**config.mk**
```make
export PLATFORM = sky130hd
export DESIGN_NAME = regfile_wport_sched
export DESIGN_NICKNAME = d
export VERILOG_FILES = /design/src/rtl/regfile_wport_sched.sv
export SDC_FILE = /design/constraint.sdc
export NUM_CORES = 1
export LEC_CHECK = 0
export CORE_AREA = 2 2 106 108
export CTS_CLUSTER_SIZE = 24
export DETAILED_ROUTE_END_ITERATION = 8
export DIE_AREA = 0 0 108 110
export DONT_BUFFER_PORTS = 1
export GPL_ROUTABILITY_DRIVEN = 0
export GPL_TIMING_DRIVEN = 0
export PLACE_DENSITY = 0.54
export SYNTH_ARGS = -nofsm -noshare
export SYNTH_HDL_FRONTEND = slang
export SYNTH_SLANG_ARGS = --single-unit
export TNS_END_PERCENT = 30
```
**constraint.sdc**
```tcl
create_clock -name clk -period 6.6 [get_ports clk]
set_input_delay 1.65 -clock clk [delete_from_list [all_inputs] [get_ports clk]]
set_output_delay 1.65 -clock clk [all_outputs]
set_load 0.005 [all_outputs]
```
**src/rtl/regfile_wport_sched.sv**
```systemverilog
// regfile_wport_sched: write-port scheduler for the 16x32 register file.
// ALU single writes and LDM burst beats share one write port. Contested
// cycles are arbitrated round-robin. Registers that still have LDM beats
// pending are tracked so that decode reads and ALU writes to them are held.
// Optional feature macro: REGFILE_WPORT_BYPASS_EN forwards the in-flight
// write to the A/B read outputs instead of stalling on it.
module regfile_wport_sched #(
  parameter int AW   = 4,
  parameter int DW   = 32,
  parameter int NREG = 16
) (
  input  logic          clk,
  input  logic          rst,
  input  logic          alu_req,
  input  logic [AW-1:0] alu_addr,
  input  logic [DW-1:0] alu_data,
  output logic          alu_gnt,
  input  logic          ldm_start,
  input  logic [NREG-1:0] ldm_list,
  input  logic          ldm_valid,
  input  logic [DW-1:0] ldm_data,
  output logic          ldm_ready,
  output logic          ldm_busy,
  output logic          ldm_done,
  input  logic [AW-1:0] ra,
  input  logic [AW-1:0] rb,
  output logic          rd_stall,
  output logic [DW-1:0] a,
  output logic [DW-1:0] b,
  output logic [AW-1:0] rf_ra,
  output logic [AW-1:0] rf_rb,
  input  logic [DW-1:0] rf_a,
  input  logic [DW-1:0] rf_b,
  output logic          rf_we,
  output logic [AW-1:0] rf_waddr,
  output logic [DW-1:0] rf_wdata
);

  typedef enum logic {IDLE = 1'b0, BURST = 1'b1} state_t;

  state_t          state_reg, state_next;
  logic [NREG-1:0] pend_reg, pend_next;
  logic            rr_ldm_reg, rr_ldm_next;   // 1: LDM has priority on the next contest
  logic            done_reg, done_next;
  logic            we_reg;
  logic [AW-1:0]   waddr_reg;
  logic [DW-1:0]   wdata_reg;

  // Lowest-set-bit selection of the pending list.
  logic [NREG:0]   seen;
  logic [NREG-1:0] tgt_onehot;
  logic [AW-1:0]   tgt_addr;
  logic [NREG-1:0] pend_after_beat;

  logic in_burst;
  logic alu_elig;
  logic ldm_req;
  logic alu_win;
  logic ldm_accept;
  logic contested;

  assign seen[0] = 1'b0;
  generate
    for (genvar gi = 0; gi < NREG; gi++) begin : g_lsb
      assign seen[gi+1]     = seen[gi] | pend_reg[gi];
      assign tgt_onehot[gi] = pend_reg[gi] & ~seen[gi];
    end
  endgenerate

  // Encode the one-hot LDM target into a register address.
  always_comb begin
    tgt_addr = '0;
    for (int i = 0; i < NREG; i++) begin
      if (tgt_onehot[i]) tgt_addr = AW'(i);
    end
  end

  assign pend_after_beat = pend_reg & ~tgt_onehot;

  // Arbitration: an ALU write to a register still owed an LDM beat is held
  // back so the older LDM stays ordered ahead of it.
  assign in_burst   = (state_reg == BURST);
  assign alu_elig   = alu_req & ~pend_reg[alu_addr];
  assign ldm_req    = in_burst & ldm_valid;
  assign contested  = alu_elig & ldm_req;
  assign alu_win    = alu_elig & (~ldm_req | ~rr_ldm_reg);
  assign ldm_ready  = in_burst & (~alu_elig | rr_ldm_reg);
  assign ldm_accept = ldm_valid & ldm_ready;
  assign alu_gnt    = alu_win;

  // State register plus burst bookkeeping.
  always_ff @(posedge clk) begin
    if (rst) begin
      state_reg  <= IDLE;
      pend_reg   <= '0;
      rr_ldm_reg <= 1'b0;
      done_reg   <= 1'b0;
    end else begin
      state_reg  <= state_next;
      pend_reg   <= pend_next;
      rr_ldm_reg <= rr_ldm_next;
      done_reg   <= done_next;
    end
  end

  // Next-state logic for the burst FSM and pending list.
  always_comb begin
    state_next  = state_reg;
    pend_next   = pend_reg;
    done_next   = 1'b0;
    rr_ldm_next = rr_ldm_reg;
    if (contested) rr_ldm_next = alu_win;     // pointer moves to the loser
    case (state_reg)
      IDLE: begin
        if (ldm_start) begin
          if (ldm_list != '0) begin
            pend_next  = ldm_list;
            state_next = BURST;
          end else begin
            done_next = 1'b1;                 // empty list completes at once
          end
        end
      end
      BURST: begin
        if (ldm_accept) begin
          pend_next = pend_after_beat;
          if (pend_after_beat == '0) begin
            state_next = IDLE;
            done_next  = 1'b1;
          end
        end
      end
      default: state_next = IDLE;
    endcase
  end

  // FSM outputs.
  always_comb begin
    ldm_busy = in_burst;
    ldm_done = done_reg;
  end

  // One-cycle write pipeline towards the register file.
  always_ff @(posedge clk) begin
    if (rst) begin
      we_reg    <= 1'b0;
      waddr_reg <= '0;
      wdata_reg <= '0;
    end else begin
      we_reg <= alu_win | ldm_accept;
      if (ldm_accept) begin
        waddr_reg <= tgt_addr;
        wdata_reg <= ldm_data;
      end else if (alu_win) begin
        waddr_reg <= alu_addr;
        wdata_reg <= alu_data;
      end
    end
  end

  assign rf_we    = we_reg;
  assign rf_waddr = waddr_reg;
  assign rf_wdata = wdata_reg;
  assign rf_ra    = ra;
  assign rf_rb    = rb;

  logic hit_a, hit_b;
  assign hit_a = we_reg & (waddr_reg == ra);
  assign hit_b = we_reg & (waddr_reg == rb);

`ifdef REGFILE_WPORT_BYPASS_EN
  // In-flight write is forwarded, so only pending LDM targets stall.
  assign a        = hit_a ? wdata_reg : rf_a;
  assign b        = hit_b ? wdata_reg : rf_b;
  assign rd_stall = pend_reg[ra] | pend_reg[rb];
`else
  // No forwarding: the uncommitted write also stalls decode.
  assign a        = rf_a;
  assign b        = rf_b;
  assign rd_stall = pend_reg[ra] | pend_reg[rb] | hit_a | hit_b;
`endif

endmodule

```
# Yosys cells after proc, flatten, opt, wreduce, memory -nomap -nowiden
# Cells that the tools add are included.
# classes
add_sub_neg	0
multipliers	0
n_div	0
order_cmp	3
eq_ne	5
shifts	0
muxes	39
bitwise	65
reduce_logical	4
# ops
op	n
32-bit 2-to-1 mux	2
16-bit 2-to-1 mux	3
4-bit 2-to-1 mux	12
16-bit one-hot mux with 2 select lines	1
1-bit AND	23
1-bit NOT	20
1-bit bitwise OR	20
16-bit AND	1
16-bit logical NOT	1
16-bit NOT	1
16-bit nonzero test	1
4-bit by 5-bit < comparator with 1-bit output (second input constant)	3
1-bit binary-select mux with 4-bit select	3
1-bit 2-to-1 mux	12
4-bit equality test	2
3-bit 2-to-1 mux	2
2-bit 2-to-1 mux	2
2-bit inequality test (second input constant)	2
1-bit one-hot mux with 2 select lines	2
3-bit AND reduction	1
2-bit by 1-bit inequality test with 1-bit output (second input constant)	1
2-bit nonzero test	1
# word_totals
regBits	56
latchBits	0
ram_bits	0
romBits	0
input_bits	161
elab_cells	123
mem_count	0

# Depth between registers and ports, before layout
# Gate-level depths: netlist of the first run.
# depth
depth_word	22
depth_mapped	9

# Worst setup path after synthesis of the first run
# Ideal clock, no wire load.
# synth_timing
path_kind	input-to-output
from	input port ra[0]
to	output port rd_stall
arrival_ns	3.192
required_ns	4.950
setup_slack_ns	1.758
cell_stages	4
n_path_buf	1
cell_sequence	clkbuf_1 > mux4_2 > mux4_2 > a211o_1
# synth_via
elab_chain_cells	5
# synth_rtl
element	line	rtl
from (decl)	25	input logic [AW-1:0] ra,
1-bit binary-select mux with 4-bit select	180	assign rd_stall = pend_reg[ra] | pend_reg[rb] | hit_a | hit_b;
1-bit 2-to-1 mux (implied by the code)	180	
1-bit bitwise OR	180	
1-bit bitwise OR (*) (2 in a row)	180	
to (decl)	27	output logic rd_stall,
# Mark *: on every way between the ends. The rest lies on a longest branch, timed or not. The select of a mux whose other input is x is not followed.

# Final worst setup path of the first run
# layout_timing
from	input port alu_addr[2]
to	output port ldm_ready
# layout_via
elab_chain_cells	7
# layout_rtl
element	line	rtl
from (decl)	15	input logic [AW-1:0] alu_addr,
1-bit binary-select mux with 4-bit select	83	assign alu_elig = alu_req & ~pend_reg[alu_addr];
1-bit 2-to-1 mux (implied by the code)	83	
1-bit NOT	83	
1-bit AND	83	
1-bit NOT	87	assign ldm_ready = in_burst & (~alu_elig | rr_ldm_reg);
1-bit bitwise OR	87	
1-bit AND	87	
to (decl)	22	output logic ldm_ready,
# No other way between the ends. The select of a mux whose other input is x is not followed.

==> reports/qor.yml, run 1 <==
netlist_instances: 450
hold_depth: 2
dr.pass1.iters: 4
routedWlPerCell_um: 19.5
die_y_um: 110
ioPinCount: 275
worstSkewPairLatency_ps: 330
synth_common_cells: "76 x buf_4, 65 x mux2i_1, 56 x dfxtp_1"
worstPathMaxFanout: 10
synth_edf_count: 0
fin_util: 0.414
criticalPathCategory: "in -> out"
leakage_nw: 1.73
drc_errors: 0
core-area_mm2: 0.0107
status: "complete, no violations"
clk_pin_slew_ps: 100
setup_viol: 0
clock-skew-final_ps: 12.7
crit_buf_inv: 3
grt_pass1_wl_um: 17000
cts.sinks: 56
hold_buffers: 0
hold_path_class: "reg -> reg"
drv_slew: 0
multi_input_area_mm2: 0.00227
area_growth_pct: 6.92
cp.arrival_ps: 3340
cp_top_family: "buffers and inverters"
nets: 618
worst_pin_slew_ps: 668
yosysMostFrequentCell: "buf_4"
ant_nets: 0
design_area_mm2: 0.00443
power_mw: 0.937
synth.avg_cell_area_um2: 9.20
clock.fmax_mhz: 200
synthesis.area_mm2: 0.00414
end_kind: "output pin"
hold_violations: 0
largest_register_ffs: 32
placed_cell_area_mm2: 0.00432
seq_area_frac_synth: 0.271
final_cells: 598
ys_types: 59
start_util: 0.387
finalCritPeriodShare: 0.757
cts_buffers: 5
drive_gt1_frac: 0.266
port-buffer-count: 0
crit_slowest_cell: "mux2_2"
die_w_um: 108
setup_slack_ps: 1610
maxCapViolCount: 0
track_usage: 0.183
synth_warnings: 0
ys_ff_latch: 56
antenna_found_initial: 0
finalSetupTns_ps: 0
cts_tree: "yes"
cts_setup_buffers: 0
clock_path_buffers: 2
viasPerCell: 5.95
rsz0062_at_grt: "false"
whs_ps: 589
dp_slack_ps: 1590
irDropWorstVdd_v: 0.0000850
critical_path.cell_chain: "buf_2 -> mux2_2 -> nand3b_1 -> a41oi_2 -> nor3_4 -> buf_6 -> buf_8 -> nor2_1"
synth_top_area_cell: "dfxtp_1"
synth_top_cell_area_share: 0.271
syn-num-nets: 611
drt_iter0_markers: 187
r2r_cells: 8
dp_hpwl_um: 9170
grt_start_max_net_pins: 18
p_per_area_mw_per_mm2: 212
fillers: 1032
htree_levels: 2
layout_min_cycle_time_ps: 4990
ff_latch_area_mm2: 0.00112
synthArstFlopShare: 0
max-slew-margin-rel: 0.555
cp_slowest_stage_delay_ps: 350
cts-resized-gates: 0
cts_root_buf: "clkbuf_8"
rows: 38
die_area_mm2: 0.0119
cp_num_cells: 8
grt_pass1_vias: 3195
synthTopCellsByArea: "dfxtp_1 27%, mux2i_1 16%, buf_4 14%"
place_inst: 590
cp_data_required_time_ps: 4950
vias: 3557
grt-ovfl-total: 0
worstSetupStartpointType: "primary input"
antennaDiodeCount: 0
wirelength_um: 11700
synthFlopType: "dfxtp_1"
## report_power, final
group          leakage (nW)  total, mW  internal (mW)  switching (mW)
combinational          1.22      0.299          0.144           0.156
clock                0.0558      0.237          0.115           0.122
sequential            0.461      0.401          0.371          0.0302
## area by class of cell
type                       instances  share of cell area
buffer                           110               0.166
clock buffer                       6              0.0164
clock inverter                     2             0.00876
inverter                           3             0.00254
multi-input combinational        281               0.514
sequential                        56               0.253
tap                              140              0.0396
## cell usage in the layout (no fill, tap or decap), types with 3 or more instances in the layout
cell type  Yosys  final
a21oi_1        9      9
nand4_1        3      3
nand3b_1       4      4
nand3_1        8      8
o2bb2ai_1      4      4
xor2_1         4      4
a32oi_1       10     10
maj3_1         3      3
clkbuf_8       0      5
dfxtp_1       56     56
xnor2_1        5      5
nand2b_1       3      3
mux2i_1       65     65
inv_1          3      3
o311ai_0       4      4
nand2_1       17     17
nor2_1        19     19
clkbuf_1      22     23
mux4_2        11     11
or2_2          4      4
a211oi_1       3      3
mux2_2         5      5
buf_4         76     76
o21ai_0       10     10
nor3_1         5      5
o22ai_1       37     37
o211ai_1       5      5
nor4_1         9      9
or3_1          4      4
buf_2          8      8
## cells by family after synthesis
family	synth area share
compound gates	0.178
simple gates	0.115
xor+xnor	0.0190
buf+inv	0.180
mux	0.231
flops	0.271
fa+ha+maj	0.00725
## layer usage
| metal | global-route usage | vias up | routed length [um] |
|---|---|---|---|
| met5 | 0 | - | 0 |
| met4 | 0.0641 | 0 | 248 |
| met3 | 0.0364 | 21 | 1020 |
| met2 | 0.302 | 219 | 5680 |
| met1 | 0.239 | 1690 | 4720 |
| li1 | - | 1627 | - |
## path summary, 6_finish.rpt
check	slack, ps	to	start
worst max-delay path	1610	ldm_ready	alu_addr[2]
worst min-delay path	590	rf_wdata[25]	rf_wdata[25]
worst min register to register	590	rf_wdata[25]	rf_wdata[25]
worst max register to register	4080	ldm_busy	pend_reg[6]
## tightest hold or removal path: stages (launching register included)
cell and delay (ps):
dfxtp_1 370, mux2i_1 80, o22ai_1 110
Note: power is estimated with default switching activity, not from simulation.
==> inputs of run 2 (changes only) <==
clock period = 5.2 ns   (was 6.6 ns; I/O delays follow)
==> results of run 2 <==
Same layout as run 1 (identical final DEF). Status: complete, no violations.
Main changes from that run: setup slack after placement 1590 ps -> 888 ps; setup slack after layout 1610 ps -> 906 ps; register-to-register setup slack 4080 ps -> 2680 ps; total power 0.937 mW -> 1.19 mW; worst IR drop on VDD 0.0000850 V -> 0.000108 V
